### config.mk
export PLATFORM = sky130hd
export DESIGN_NAME = mem_access
export DESIGN_NICKNAME = d
export VERILOG_FILES = /design/src/rtl/mem_access_pkg.sv /design/src/rtl/mem_access_align.sv /design/src/rtl/mem_access.sv
export SDC_FILE = /design/constraint.sdc
export NUM_CORES = 1
export LEC_CHECK = 0
export CAP_MARGIN = 25
export CORE_MARGIN = 3
export CORE_UTILIZATION = 35
export DETAILED_ROUTE_END_ITERATION = 10
export PLACE_DENSITY = 0.65
export SLEW_MARGIN = 25
export SYNTH_ARGS = -nofsm -noshare
export SYNTH_HDL_FRONTEND = slang
export SYNTH_HIERARCHICAL = 1
export SYNTH_SLANG_ARGS = --single-unit
### constraint.sdc
create_clock -name clk -period 2.75 [get_ports clk]
set_input_delay 0.275 -clock clk [delete_from_list [all_inputs] [get_ports clk]]
set_output_delay 0.275 -clock clk [all_outputs]
set_load 0.01 [all_outputs]
### src/rtl/mem_access_pkg.sv
// Shared widths, memory aluop encodings and MEM-stage FSM states.
package mem_access_pkg;

    localparam int unsigned REG_W      = 32;
    localparam int unsigned REG_ADDR_W = 5;
    localparam int unsigned ALUOP_W    = 8;
    localparam int unsigned SEL_W      = 4;

    localparam logic [ALUOP_W-1:0] EXE_LB_OP  = 8'b1110_0000;
    localparam logic [ALUOP_W-1:0] EXE_LH_OP  = 8'b1110_0001;
    localparam logic [ALUOP_W-1:0] EXE_LW_OP  = 8'b1110_0011;
    localparam logic [ALUOP_W-1:0] EXE_LBU_OP = 8'b1110_0100;
    localparam logic [ALUOP_W-1:0] EXE_LHU_OP = 8'b1110_0101;
    localparam logic [ALUOP_W-1:0] EXE_SB_OP  = 8'b1110_1000;
    localparam logic [ALUOP_W-1:0] EXE_SH_OP  = 8'b1110_1001;
    localparam logic [ALUOP_W-1:0] EXE_SW_OP  = 8'b1110_1011;

    typedef enum logic {
        MEM_IDLE = 1'b0,
        MEM_WAIT = 1'b1
    } mem_state_e;

endpackage

### src/rtl/mem_access_align.sv
// Big-endian lane steering: byte enables, store replication, load extraction.
module mem_align
    import mem_access_pkg::*;
(
    input  logic [ALUOP_W-1:0] i_aluop,
    input  logic [1:0]         i_addr,
    input  logic [REG_W-1:0]   i_reg2,
    input  logic [REG_W-1:0]   i_rdata,
    output logic [SEL_W-1:0]   o_sel_c,
    output logic [REG_W-1:0]   o_wdata_c,
    output logic [REG_W-1:0]   o_load_data_c,
    output logic               o_misalign_c,
    output logic               o_is_load_c,
    output logic               o_is_store_c
);

    logic [7:0]       w_byte;
    logic [15:0]      w_half;
    logic [SEL_W-1:0] w_byte_sel;
    logic [SEL_W-1:0] w_half_sel;

    // Lane 0 (addr 00) is the most significant byte.
    always_comb begin
        w_byte     = i_rdata[31:24];
        w_byte_sel = 4'b1000;
        case (i_addr)
            2'b00: begin w_byte = i_rdata[31:24]; w_byte_sel = 4'b1000; end
            2'b01: begin w_byte = i_rdata[23:16]; w_byte_sel = 4'b0100; end
            2'b10: begin w_byte = i_rdata[15:8];  w_byte_sel = 4'b0010; end
            default: begin w_byte = i_rdata[7:0]; w_byte_sel = 4'b0001; end
        endcase
        w_half     = i_addr[1] ? i_rdata[15:0] : i_rdata[31:16];
        w_half_sel = i_addr[1] ? 4'b0011 : 4'b1100;
    end

    always_comb begin
        o_sel_c       = '0;
        o_wdata_c     = '0;
        o_load_data_c = '0;
        o_misalign_c  = 1'b0;
        o_is_load_c   = 1'b0;
        o_is_store_c  = 1'b0;
        case (i_aluop)
            EXE_LB_OP: begin
                o_is_load_c   = 1'b1;
                o_sel_c       = w_byte_sel;
                o_load_data_c = {{24{w_byte[7]}}, w_byte};
            end
            EXE_LBU_OP: begin
                o_is_load_c   = 1'b1;
                o_sel_c       = w_byte_sel;
                o_load_data_c = {24'h0, w_byte};
            end
            EXE_LH_OP: begin
                o_is_load_c   = 1'b1;
                o_sel_c       = w_half_sel;
                o_misalign_c  = i_addr[0];
                o_load_data_c = {{16{w_half[15]}}, w_half};
            end
            EXE_LHU_OP: begin
                o_is_load_c   = 1'b1;
                o_sel_c       = w_half_sel;
                o_misalign_c  = i_addr[0];
                o_load_data_c = {16'h0, w_half};
            end
            EXE_LW_OP: begin
                o_is_load_c   = 1'b1;
                o_sel_c       = 4'b1111;
                o_misalign_c  = |i_addr;
                o_load_data_c = i_rdata;
            end
            EXE_SB_OP: begin
                o_is_store_c = 1'b1;
                o_sel_c      = w_byte_sel;
                o_wdata_c    = {4{i_reg2[7:0]}};
            end
            EXE_SH_OP: begin
                o_is_store_c = 1'b1;
                o_sel_c      = w_half_sel;
                o_misalign_c = i_addr[0];
                o_wdata_c    = {2{i_reg2[15:0]}};
            end
            EXE_SW_OP: begin
                o_is_store_c = 1'b1;
                o_sel_c      = 4'b1111;
                o_misalign_c = |i_addr;
                o_wdata_c    = i_reg2;
            end
            default: ;
        endcase
    end

endmodule

### src/rtl/mem_access.sv
// MIPS MEM stage: request/ack data-bus transfers with stall, MEM/WB output register.
module mem_access
    import mem_access_pkg::*;
(
    input  logic                  clk,
    input  logic                  rst,
    input  logic                  valid_i,
    input  logic [REG_ADDR_W-1:0] wd_i,
    input  logic                  wreg_i,
    input  logic [REG_W-1:0]      wdata_i,
    input  logic [ALUOP_W-1:0]    aluop_i,
    input  logic [REG_W-1:0]      mem_addr_i,
    input  logic [REG_W-1:0]      reg2_i,
    input  logic                  dm_ack_i,
    input  logic [REG_W-1:0]      dm_rdata_i,
    output logic                  dm_req_o,
    output logic                  dm_we_o,
    output logic [REG_W-1:0]      dm_addr_o,
    output logic [SEL_W-1:0]      dm_sel_o,
    output logic [REG_W-1:0]      dm_wdata_o,
    output logic                  stallreq_o,
    output logic                  misalign_o,
    output logic [REG_ADDR_W-1:0] wd_o,
    output logic                  wreg_o,
    output logic [REG_W-1:0]      wdata_o
);

    mem_state_e            r_state;
    logic                  r_dm_req;
    logic                  r_dm_we;
    logic [REG_W-1:0]      r_dm_addr;
    logic [SEL_W-1:0]      r_dm_sel;
    logic [REG_W-1:0]      r_dm_wdata;
    logic                  r_misalign;
    logic [REG_ADDR_W-1:0] r_wd;
    logic                  r_wreg;
    logic [REG_W-1:0]      r_wdata;

    logic [SEL_W-1:0] w_sel;
    logic [REG_W-1:0] w_wdata;
    logic [REG_W-1:0] w_load_data;
    logic             w_misalign;
    logic             w_is_load;
    logic             w_is_store;
    logic             w_mem_op;

    mem_align u_align (
        .i_aluop       (aluop_i),
        .i_addr        (mem_addr_i[1:0]),
        .i_reg2        (reg2_i),
        .i_rdata       (dm_rdata_i),
        .o_sel_c       (w_sel),
        .o_wdata_c     (w_wdata),
        .o_load_data_c (w_load_data),
        .o_misalign_c  (w_misalign),
        .o_is_load_c   (w_is_load),
        .o_is_store_c  (w_is_store)
    );

    assign w_mem_op = valid_i & (w_is_load | w_is_store);

    // Stall while a transfer is being launched or is still awaiting its ack.
    assign stallreq_o = (r_state == MEM_IDLE) ? (w_mem_op & ~w_misalign) : ~dm_ack_i;

    always_ff @(posedge clk) begin
        if (rst) begin
            r_state    <= MEM_IDLE;
            r_dm_req   <= 1'b0;
            r_dm_we    <= 1'b0;
            r_dm_addr  <= '0;
            r_dm_sel   <= '0;
            r_dm_wdata <= '0;
            r_misalign <= 1'b0;
            r_wd       <= '0;
            r_wreg     <= 1'b0;
            r_wdata    <= '0;
        end else begin
            r_misalign <= 1'b0;
            case (r_state)
                MEM_IDLE: begin
                    if (w_mem_op && w_misalign) begin
                        r_wd       <= wd_i;
                        r_wreg     <= 1'b0;
                        r_wdata    <= wdata_i;
                        r_misalign <= 1'b1;
                    end else if (w_mem_op) begin
                        r_dm_req   <= 1'b1;
                        r_dm_we    <= w_is_store;
                        r_dm_addr  <= {mem_addr_i[31:2], 2'b00};
                        r_dm_sel   <= w_sel;
                        r_dm_wdata <= w_wdata;
                        r_state    <= MEM_WAIT;
                        r_wd       <= '0;
                        r_wreg     <= 1'b0;
                        r_wdata    <= '0;
                    end else begin
                        r_wd    <= wd_i;
                        r_wreg  <= wreg_i & valid_i;
                        r_wdata <= wdata_i;
                    end
                end
                MEM_WAIT: begin
                    if (dm_ack_i) begin
                        r_dm_req <= 1'b0;
                        r_state  <= MEM_IDLE;
                        r_wd     <= wd_i;
                        r_wreg   <= w_is_load;
                        r_wdata  <= w_is_load ? w_load_data : wdata_i;
                    end else begin
                        r_wd    <= '0;
                        r_wreg  <= 1'b0;
                        r_wdata <= '0;
                    end
                end
                default: r_state <= MEM_IDLE;
            endcase
        end
    end

    assign dm_req_o   = r_dm_req;
    assign dm_we_o    = r_dm_we;
    assign dm_addr_o  = r_dm_addr;
    assign dm_sel_o   = r_dm_sel;
    assign dm_wdata_o = r_dm_wdata;
    assign misalign_o = r_misalign;
    assign wd_o       = r_wd;
    assign wreg_o     = r_wreg;
    assign wdata_o    = r_wdata;

endmodule

==> metrics.log, run 1 <==
INFO  metric min_period = 2.285 ns
INFO  metric critPathBufInv = 5
INFO  metric synth.top_cells.by_area = dfxtp_1, nand2b_1, mux2i_1, nand2_1, o211ai_1
INFO  metric ir_drop = 0.0002518 V
INFO  metric maxCapViolCount = 0
INFO  metric required = 3.00 ns
INFO  metric worstSetupPathType = primary input to flip-flop
INFO  metric timing.max_slew.rel_slack = 0.5614
INFO  metric asyncSetResetFlopFracSynth = 0
INFO  metric number_of_global_route_vias_before_repair = 5720
INFO  metric final_antenna_net_count = 0
INFO  metric place_inst = 1183
INFO  metric rsz_0062_raised_after_global_routing = no
INFO  metric timing.critical_path.from = aluop_i[4]
INFO  metric area_delta_synth_final = 49.78%
INFO  metric critical_path_endpoint_category = flip-flop
INFO  metric sequential_cell_area_fraction_in_the_yosys_report = 0.3435
INFO  metric critPathCapture = dm_req_o
INFO  metric drt_first_pass_iters = 5
INFO  metric detail_route.drc_violations = 0
INFO  metric grt_first_pass_wirelength = 32.11 mm
INFO  metric grt_util_all_layers = 0.2023
INFO  metric start_util = 0.3601
INFO  metric hold_viol = 0
INFO  metric ioPinCount = 256
INFO  metric wirelength = 20.67 mm
INFO  metric clock_insertion_delay_worst_skew = 0.36 ns
INFO  metric crit_fanout = 35
INFO  metric timing.final.max_slew_violations = 0
INFO  metric grt_antenna_before_repair = 0
INFO  metric fillers = 1658
INFO  metric place_congestion = 0.9024
INFO  metric cts.clk_slew.worst_paths = 0.07 ns
INFO  metric synth.lib_cells_used.distinct = 47
INFO  metric max_freq = 437.7 MHz
INFO  metric synth_cells = 738
INFO  metric fp-row-count = 48
INFO  metric first_iter_violations = 356
INFO  metric rr_endpoint = dm_wdata_o[18]
INFO  metric syn_area_per_cell = 8.528 um^2
INFO  metric worstPathArrival = 2.53 ns
INFO  metric worst_path_most_repeated_cell = buf_4
INFO  metric synth.top_cells.by_count = nand2b_1, dfxtp_1, nand2_1
INFO  metric status = finished clean
INFO  metric finish.utilization = 0.5394
INFO  metric yosys_most_used_dff = dfxtp_1
INFO  metric layout_setup_ws = 0.4654 ns
INFO  metric dp_slack = 0.06869 ns
INFO  metric clock_sinks = 108
INFO  metric synthesis.area = 0.006294 mm^2
INFO  metric r2r.worst_path.cells = 5
INFO  metric final.hold.worst_slack = 0.3974 ns
INFO  metric design_area = 0.009427 mm^2
INFO  metric fp.dieArea = 0.01963 mm^2
INFO  metric vias_per_cell = 5.075
INFO  metric setup_viol = 0
INFO  metric cpPeakStageDelay = 0.47 ns
INFO  metric crit_path_top_delay_cell = clkdlybuf4s50_1
INFO  metric post_placement_cell_area = 0.009128 mm^2
INFO  metric die_w = 140.1 um
INFO  metric synth.yosys.warnings = 6
INFO  metric final_cell_count_no_fill = 1199
INFO  metric tightestPinTransition = 0.6519 ns
INFO  metric fin_tns_setup = 0 ns
INFO  metric cts-root-buf = clkbuf_16
INFO  metric worst-r2r-setup-slack = 1.34 ns
INFO  metric cts_htree_levels = 3
INFO  metric cell_family_with_most_cp_delay = buffers and inverters
INFO  metric grt_start_max_net_pins = 79
INFO  metric detail_route.wl_per_cell = 17.24 um
INFO  metric netlist.area_leader.share = 0.3435
INFO  metric die_span_y = 140.1 um
INFO  metric total_power = 3.592 mW
INFO  metric post-synth-top-count-cell = nand2b_1
INFO  metric cts_max_path_buffers = 2
INFO  metric p_per_cell_area = 381.0 mW/mm^2
INFO  metric cts_tree = done
INFO  metric part_of_the_cycle_the_worst_path_needs = 0.8308
INFO  metric num_antenna_cells = 0
INFO  metric globalRoute.totalOverflow = 0
INFO  metric hold_path_class = primary input to flip-flop
INFO  metric route.vias.total = 6085
INFO  metric cp-start-kind = primary input
INFO  metric numPortBuffers = 253
INFO  metric crit_chain = clkdlybuf4s50_1 > nand4b_4 > buf_4 > nor3_1 > or2_2 > nor2_2 > buf_4 > nor3_4 > buf_4 > buf_12 > o21a_1
INFO  metric floorplan.core_area = 0.01748 mm^2
INFO  metric dp.final_hpwl = 15.14 mm
INFO  metric critical_path.reg2reg.startpoint = r_state
INFO  metric number_of_flops_mapped_to_enable_cells_by_yosys = 0
INFO  metric stages_on_the_worst_setup_path = 11
INFO  metric static_leakage_power = 3.114 nW
INFO  metric post_cts_hold_buffer_count = 0
INFO  metric dominant_cell_type_by_area_after_synthesis = dfxtp_1
INFO  metric drive_above_1_share = 0.08316
INFO  metric cts_inserted_buffers = 9
INFO  metric synth_seq_cells = 108
INFO  metric final_net_count = 1115
INFO  metric timing.clock.skew = 0.01215 ns
logic make-up after synthesis:
| family | after synthesis | synth area share |
|---|---|---|
| and+or+nand+nor | 323 | 0.2962 |
| buffers and inverters | 73 | 0.05348 |
| other | 1 | 0.0005958 |
| muxes | 84 | 0.1497 |
| DFF | 108 | 0.3435 |
| AOI/OAI and AO/OA | 149 | 0.1565 |
worst min path at each step:
stage                          to      startpoint  cells past startpoint  slack, ns
floorplan           dm_addr_o[10]  mem_addr_i[10]                      2       0.43
global placement         dm_req_o        dm_req_o                      1       0.46
detailed placement       dm_req_o        dm_req_o                      1       0.46
CTS                        wreg_o             rst                      2       0.37
global route               wreg_o             rst                      2       0.41
finish                    r_state             rst                      2       0.40
state kept, by name (all words and copies together) (netlist names):
| signal | flops |
|---|---|
| dm_wdata_o | 32 |
| dm_req_o | 1 |
| dm_we_o | 1 |
| dm_addr_o | 30 |
| wd_o | 5 |
| misalign_o | 1 |
| wdata_o | 32 |
| dm_sel_o | 4 |
| wreg_o | 1 |
| r_state | 1 |
cell type report:
| cell class | instances | area [um^2] | share of cell area |
|---|---|---|---|
| Inverter | 5 | 18.77 | 0.001991 |
| Clock inverter | 5 | 43.79 | 0.004646 |
| Tap cell | 225 | 281.5 | 0.02986 |
| Timing Repair Buffer | 287 | 2863 | 0.3037 |
| Sequential cell | 108 | 2162 | 0.2294 |
| Clock buffer | 11 | 252.7 | 0.02681 |
| Multi-Input combinational cell | 558 | 3805 | 0.4036 |
cell usage in the layout, fill, tap and decap left out, types with 23 or more instances in the layout:
cell	n
o211ai_1	37
clkdlybuf4s50_1	251
nand3b_1	33
a21oi_1	39
nand2b_1	144
dfxtp_1	108
nand2_1	79
mux2i_1	75
nor2_1	23
buf_4	29
a31oi_1	32
timing repair:
action / 4_1_cts / 5_1_grt
gates resized for setup: 0 / 1
buffers inserted: 0 / 0
endpoints found under the setup margin: 0 / 1
report_power, final:
| group | leakage (nW) | internal [mW] | switching (mW) | total, mW |
|---|---|---|---|---|
| logic | 2.09 | 0.384 | 0.268 | 0.652 |
| clock network | 0.140 | 0.676 | 0.653 | 1.33 |
| registers | 0.880 | 1.60 | 0.0111 | 1.61 |
| total | 3.11 | 2.66 | 0.932 | 3.59 |
layer usage:
metal	global-route usage	share of wire	vias up
met5	0	0	-
met4	0.07394	0.024	0
met3	0.03482	0.064	29
met2	0.2978	0.43	241
met1	0.2965	0.48	2791
li1	-	-	3024
Note: power is estimated with default switching activity, not from simulation.
==> run 2, diff against run 1 <==
- PLACE_DENSITY: 0.65 -> 0.68
- clock period: 2.75 -> 2.1 ns (I/O delays scaled with it)
==> metrics.log, run 2 (synthesis gave the netlist of run 1 again) <==
INFO  metric status = finished clean
INFO  metric vias_per_cell = 5.068
INFO  metric globalRoute.totalOverflow = 0
INFO  metric wirelength = 21.38 mm
INFO  metric final_net_count = 1142
INFO  metric place_inst = 1204
INFO  metric met3RoutedLength = 1.368 mm
INFO  metric launch_point_of_the_worst_hold_path = rst
INFO  metric hold_path_class = primary input to flip-flop
INFO  metric part_of_the_cycle_the_worst_path_needs = 0.8711
INFO  metric min_period = 1.829 ns
INFO  metric die_w = 140.1 um
INFO  metric setup_viol = 0
INFO  metric grt_antenna_before_repair = 1
INFO  metric max_freq = 546.6 MHz
INFO  metric grt_util_all_layers = 0.2074
INFO  metric detail_route.drc_violations = 0
INFO  metric required = 2.33 ns
INFO  metric clock_sinks = 108
INFO  metric clock_insertion_delay_worst_skew = 0.36 ns
INFO  metric critical_path_endpoint_category = flip-flop
INFO  metric cts_tree = done
INFO  metric fin_tns_setup = 0 ns
INFO  metric floorplan.core_area = 0.01748 mm^2
INFO  metric cts-root-buf = clkbuf_16
INFO  metric wl_met2 = 9.749 mm
INFO  metric cts_htree_levels = 3
INFO  metric timing.final.max_slew_violations = 0
INFO  metric area_delta_synth_final = 56.34%
INFO  metric crit_fanout = 5
INFO  metric timing.clock.skew = 0.01338 ns
INFO  metric route.top_layer_used = met4
INFO  metric fillers = 1594
INFO  metric cts_max_path_buffers = 2
INFO  metric drt_first_pass_iters = 5
INFO  metric cp-start-kind = primary input
INFO  metric die_span_y = 140.1 um
INFO  metric p_per_cell_area = 474.6 mW/mm^2
INFO  metric worstSetupPathType = primary input to flip-flop
INFO  metric cts_inserted_buffers = 9
INFO  metric start_util = 0.3601
INFO  metric routedLengthMet1 = 9.822 mm
INFO  metric grt_start_max_net_pins = 96
INFO  metric fp.dieArea = 0.01963 mm^2
INFO  metric layout.cells.most_common_list = clkdlybuf4s50_1, nand2b_1, dfxtp_1
INFO  metric worstPathArrival = 2.06 ns
INFO  metric static_leakage_power = 3.327 nW
INFO  metric route.vias.total = 6213
INFO  metric first_iter_violations = 405
INFO  metric final_cell_count_no_fill = 1226
INFO  metric total_power = 4.670 mW
INFO  metric ir_drop = 0.0003816 V
INFO  metric finish.utilization = 0.5630
INFO  metric timing.critical_path.from = mem_addr_i[0]
INFO  metric detail_route.wl_per_cell = 17.44 um
INFO  metric grt_first_pass_wirelength = 33.08 mm
INFO  metric post_cts_hold_buffer_count = 0
INFO  metric critical_path.reg2reg.startpoint = r_state
INFO  metric hold_viol = 0
INFO  metric number_of_global_route_vias_before_repair = 6046
INFO  metric leading_cell_type_in_the_layout_fill_and_taps_excluded = clkdlybuf4s50_1
INFO  metric rsz_0062_raised_after_global_routing = no
INFO  metric final-seq-area = 0.002162 mm^2
INFO  metric maxCapViolCount = 0
INFO  metric multi_input_area = 0.003877 mm^2
INFO  metric dp.final_hpwl = 15.71 mm
INFO  metric numPortBuffers = 253
INFO  metric place_congestion = 0.9095
INFO  metric fp-row-count = 48
INFO  metric cts.clk_slew.worst_paths = 0.07 ns
INFO  metric final_antenna_net_count = 0
INFO  metric drive_above_1_share = 0.1160
INFO  metric ioPinCount = 256
[run 2: cell count changes in the layout (fill, tap and decap cells not counted), moves of 2 or more]
| cell | before | now |
|---|---|---|
| dlymetal6s2s_1 | 1 | 3 |
| mux2i_2 | 0 | 2 |
| buf_6 | 0 | 4 |
| clkbuf_8 | 2 | 0 |
| nand3_1 | 3 | 1 |
| buf_12 | 6 | 10 |
| dlygate4sd2_1 | 0 | 5 |
| clkdlybuf4s50_1 | 251 | 243 |
| mux2i_1 | 75 | 73 |
| buf_4 | 29 | 43 |
| clkinvlp_4 | 2 | 0 |
| clkbuf_16 | 9 | 13 |
[run 2: worst max-delay path: stages]
cell and delay [ns]:
clkdlybuf4s50_1 0.51, buf_4 0.16, buf_4 0.14, mux4_2 0.49, a221o_1 0.38, nand2_1 0.09, a31oi_1 0.08
[run 2: what timing repair did]
action                                  4_1_cts  5_1_grt
setup buffers                                 1        2
gates cloned                                  0        4
resized for setup                            13       19
pin swaps                                     2        3
endpoints found under the setup margin        5      102
[run 2: worst paths after layout]
check                 endpoint  slack [ns]  cells past startpoint
hold reg to reg       dm_req_o        0.47                      1
setup reg to reg  dm_addr_o[7]        0.50                      6
setup / recovery    wdata_o[2]        0.27                      7
hold / removal         r_state        0.29                      2
[run 2: cell type report]
cell class                 instances  share of cell area
multi-input combinational        558              0.3941
timing repair buffer             314              0.3267
sequential                       108              0.2197
tap                              225             0.02861
clock buffer                       9             0.02289
clock inverter                     6            0.005849
inverter                           5            0.001907
antenna                            1           0.0002543
[run 2: through the flow]
step                      worst slack, ns  hold WS [ns]  cell area (um^2)
after floorplan                   0.03727        0.3653              6297
after global placement            -0.4655        0.4506              9348
after detailed placement          -0.4622        0.4526              9348
after CTS                         0.01177        0.2837              9642
after global routing               0.1626        0.3457              9839
final                              0.2707        0.2943              9839
[run 2: metal layers]
metal,vias up,track usage
li1,3090,-
met1,2880,0.2874
met2,215,0.3241
met3,28,0.04541
met4,0,0.06323
met5,-,0
[run 2: power breakdown]
group | internal [mW] | switching (mW) | total (mW)
clock network | 0.827 | 0.837 | 1.66
logic | 0.531 | 0.368 | 0.899
registers | 2.09 | 0.0137 | 2.11
==> run 3, diff against run 2 <==
- ABC_CLOCK_PERIOD_IN_PS: unset -> 1800
- PLACE_DENSITY: 0.68 -> 0.74
- clock period: 2.1 -> 1.8 ns (I/O delays scaled with it)
==> metrics.log, run 3 (synthesis gave the netlist of run 1 again) <==
INFO  metric min_period = 1.741 ns
INFO  metric worstSetupPathType = primary input to primary output
INFO  metric cts.clk_slew.worst_paths = 0.07 ns
INFO  metric p_per_cell_area = 565.5 mW/mm^2
INFO  metric cts_max_path_buffers = 2
INFO  metric clock_insertion_delay_worst_skew = 0.37 ns
INFO  metric fillers = 1560
INFO  metric grt_start_max_net_pins = 52
INFO  metric detail_route.wl_per_cell = 17.79 um
INFO  metric num_antenna_cells = 0
INFO  metric layout.cells.most_common_list = clkdlybuf4s50_1, nand2b_1, dfxtp_1
INFO  metric route.vias.total = 6401
INFO  metric cts_tree = done
INFO  metric total_power = 5.620 mW
INFO  metric critical_path_endpoint_category = primary output
INFO  metric ioPinCount = 256
INFO  metric globalRoute.totalOverflow = 0
INFO  metric post_cts_hold_buffer_count = 0
INFO  metric grt_antenna_before_repair = 0
INFO  metric drive_above_1_share = 0.1339
INFO  metric crit_fanout = 4
INFO  metric first_iter_violations = 335
INFO  metric static_leakage_power = 3.377 nW
INFO  metric timing.final.max_slew_violations = 0
INFO  metric fp.dieArea = 0.01963 mm^2
INFO  metric maxCapViolCount = 0
INFO  metric final_net_count = 1157
INFO  metric required = 1.62 ns
INFO  metric die_w = 140.1 um
INFO  metric vias_per_cell = 5.158
INFO  metric numPortBuffers = 253
INFO  metric cp-start-kind = primary input
INFO  metric setup_viol = 0
INFO  metric finish.utilization = 0.5687
INFO  metric wirelength = 22.08 mm
INFO  metric worstHoldEndpoint = wreg_o
INFO  metric worstPathArrival = 1.56 ns
INFO  metric final-seq-area = 0.002162 mm^2
INFO  metric cts_htree_levels = 3
INFO  metric area_delta_synth_final = 57.91%
INFO  metric dp.final_hpwl = 16.16 mm
INFO  metric multi_input_area = 0.003894 mm^2
INFO  metric rr_endpoint = dm_wdata_o[12]
INFO  metric grt_first_pass_wirelength = 34.37 mm
INFO  metric hold_path_class = primary input to flip-flop
INFO  metric final_antenna_net_count = 0
INFO  metric hold_viol = 0
INFO  metric final.hold.worst_slack = 0.2810 ns
INFO  metric r2r.worst_path.cells = 6
INFO  metric ir_drop = 0.0004060 V
INFO  metric leading_cell_type_in_the_layout_fill_and_taps_excluded = clkdlybuf4s50_1
INFO  metric part_of_the_cycle_the_worst_path_needs = 0.9672
INFO  metric tightestPinTransition = 0.5051 ns
INFO  metric cts-root-buf = clkbuf_16
INFO  metric grt_util_all_layers = 0.2152
INFO  metric drt_first_pass_iters = 5
INFO  metric launch_point_of_the_worst_hold_path = rst
INFO  metric detail_route.drc_violations = 0
INFO  metric die_span_y = 140.1 um
INFO  metric critical_path.reg2reg.startpoint = r_state
INFO  metric place_congestion = 0.9366
INFO  metric cts_inserted_buffers = 9
INFO  metric fp-row-count = 48
INFO  metric start_util = 0.3601
INFO  metric max_freq = 574.4 MHz
INFO  metric number_of_global_route_vias_before_repair = 6202
INFO  metric clock_sinks = 108
INFO  metric status = finished clean
INFO  metric dp_slack = -0.7869 ns
INFO  metric layout_setup_ws = 0.05906 ns
INFO  metric worst-r2r-setup-slack = 0.20 ns
INFO  metric timing.max_slew.rel_slack = 0.6586
INFO  metric floorplan.core_area = 0.01748 mm^2
INFO  metric timing.clock.skew = 0.01151 ns
INFO  metric hold_depth = 2
-- run 3: cell types whose count changed in the layout (fill, tap and decap cells not counted), moves of 2 or more --
cell / previous run / this run
buf_4: 43 / 61
clkbuf_16: 13 / 11
clkbuf_2: 0 / 4
clkinv_4: 3 / 1
clkdlybuf4s15_1: 0 / 3
dlygate4sd2_1: 5 / 1
dlymetal6s2s_1: 3 / 1
-- run 3: metal layers --
metal,wire (um),vias to the layer above,track usage
met5,0,-,0
met4,790,0,0.09332
met3,1282,46,0.03858
met2,10080,254,0.3315
met1,9930,2991,0.2963
li1,-,3110,-
-- run 3: layout make-up --
cell class / count / area share
multi-input combinational: 558 / 0.3918
clock buffer: 9 / 0.02266
sequential: 108 / 0.2175
inverter: 5 / 0.001888
clock inverter: 7 / 0.008183
timing repair buffer: 329 / 0.3296
tap: 225 / 0.02833
-- run 3: where the power goes --
group / switching, mW / leakage (nW) / internal [mW]
Sequential: 0.0175 / 0.880 / 2.44
Combinational: 0.443 / 2.35 / 0.635
Clock: 1.08 / 0.150 / 1.00
Total: 1.54 / 3.38 / 4.08
-- run 3: worst max path at each step --
| stage | from | endpoint | cells past startpoint |
|---|---|---|---|
| after global routing | aluop_i[5] | stallreq_o | 7 |
| after CTS | aluop_i[1] | stallreq_o | 7 |
| final | aluop_i[7] | stallreq_o | 7 |
| after floorplan | aluop_i[4] | dm_addr_o[15] | 8 |
| after global placement | aluop_i[7] | stallreq_o | 7 |
| after detailed placement | aluop_i[3] | stallreq_o | 6 |
-- run 3: through the flow --
stage | std cells | instance area, um^2 | TNS [ns]
after floorplan | 739 | 6344 | -0.02337
final | 1241 | 9938 | 0
after detailed placement | 1215 | 9463 | -63.19
after CTS | 1234 | 9811 | 0
after global routing | 1241 | 9938 | -0.003138
after global placement | 1215 | 9463 | -55.58
-- run 3: timing repair --
item | CTS | global route
buffers inserted | 3 | 5
resized for setup | 19 | 20
setup endpoints to repair | 105 | 102
cloned | 0 | 2
pin swaps | 6 | 7
-- run 3: worst max-delay path: stages --
cell and delay (ns):
clkdlybuf4s15_1 0.21, and4b_2 0.29, buf_6 0.14, o2111ai_4 0.07, o21ai_4 0.11, o32ai_4 0.35, buf_2 0.20
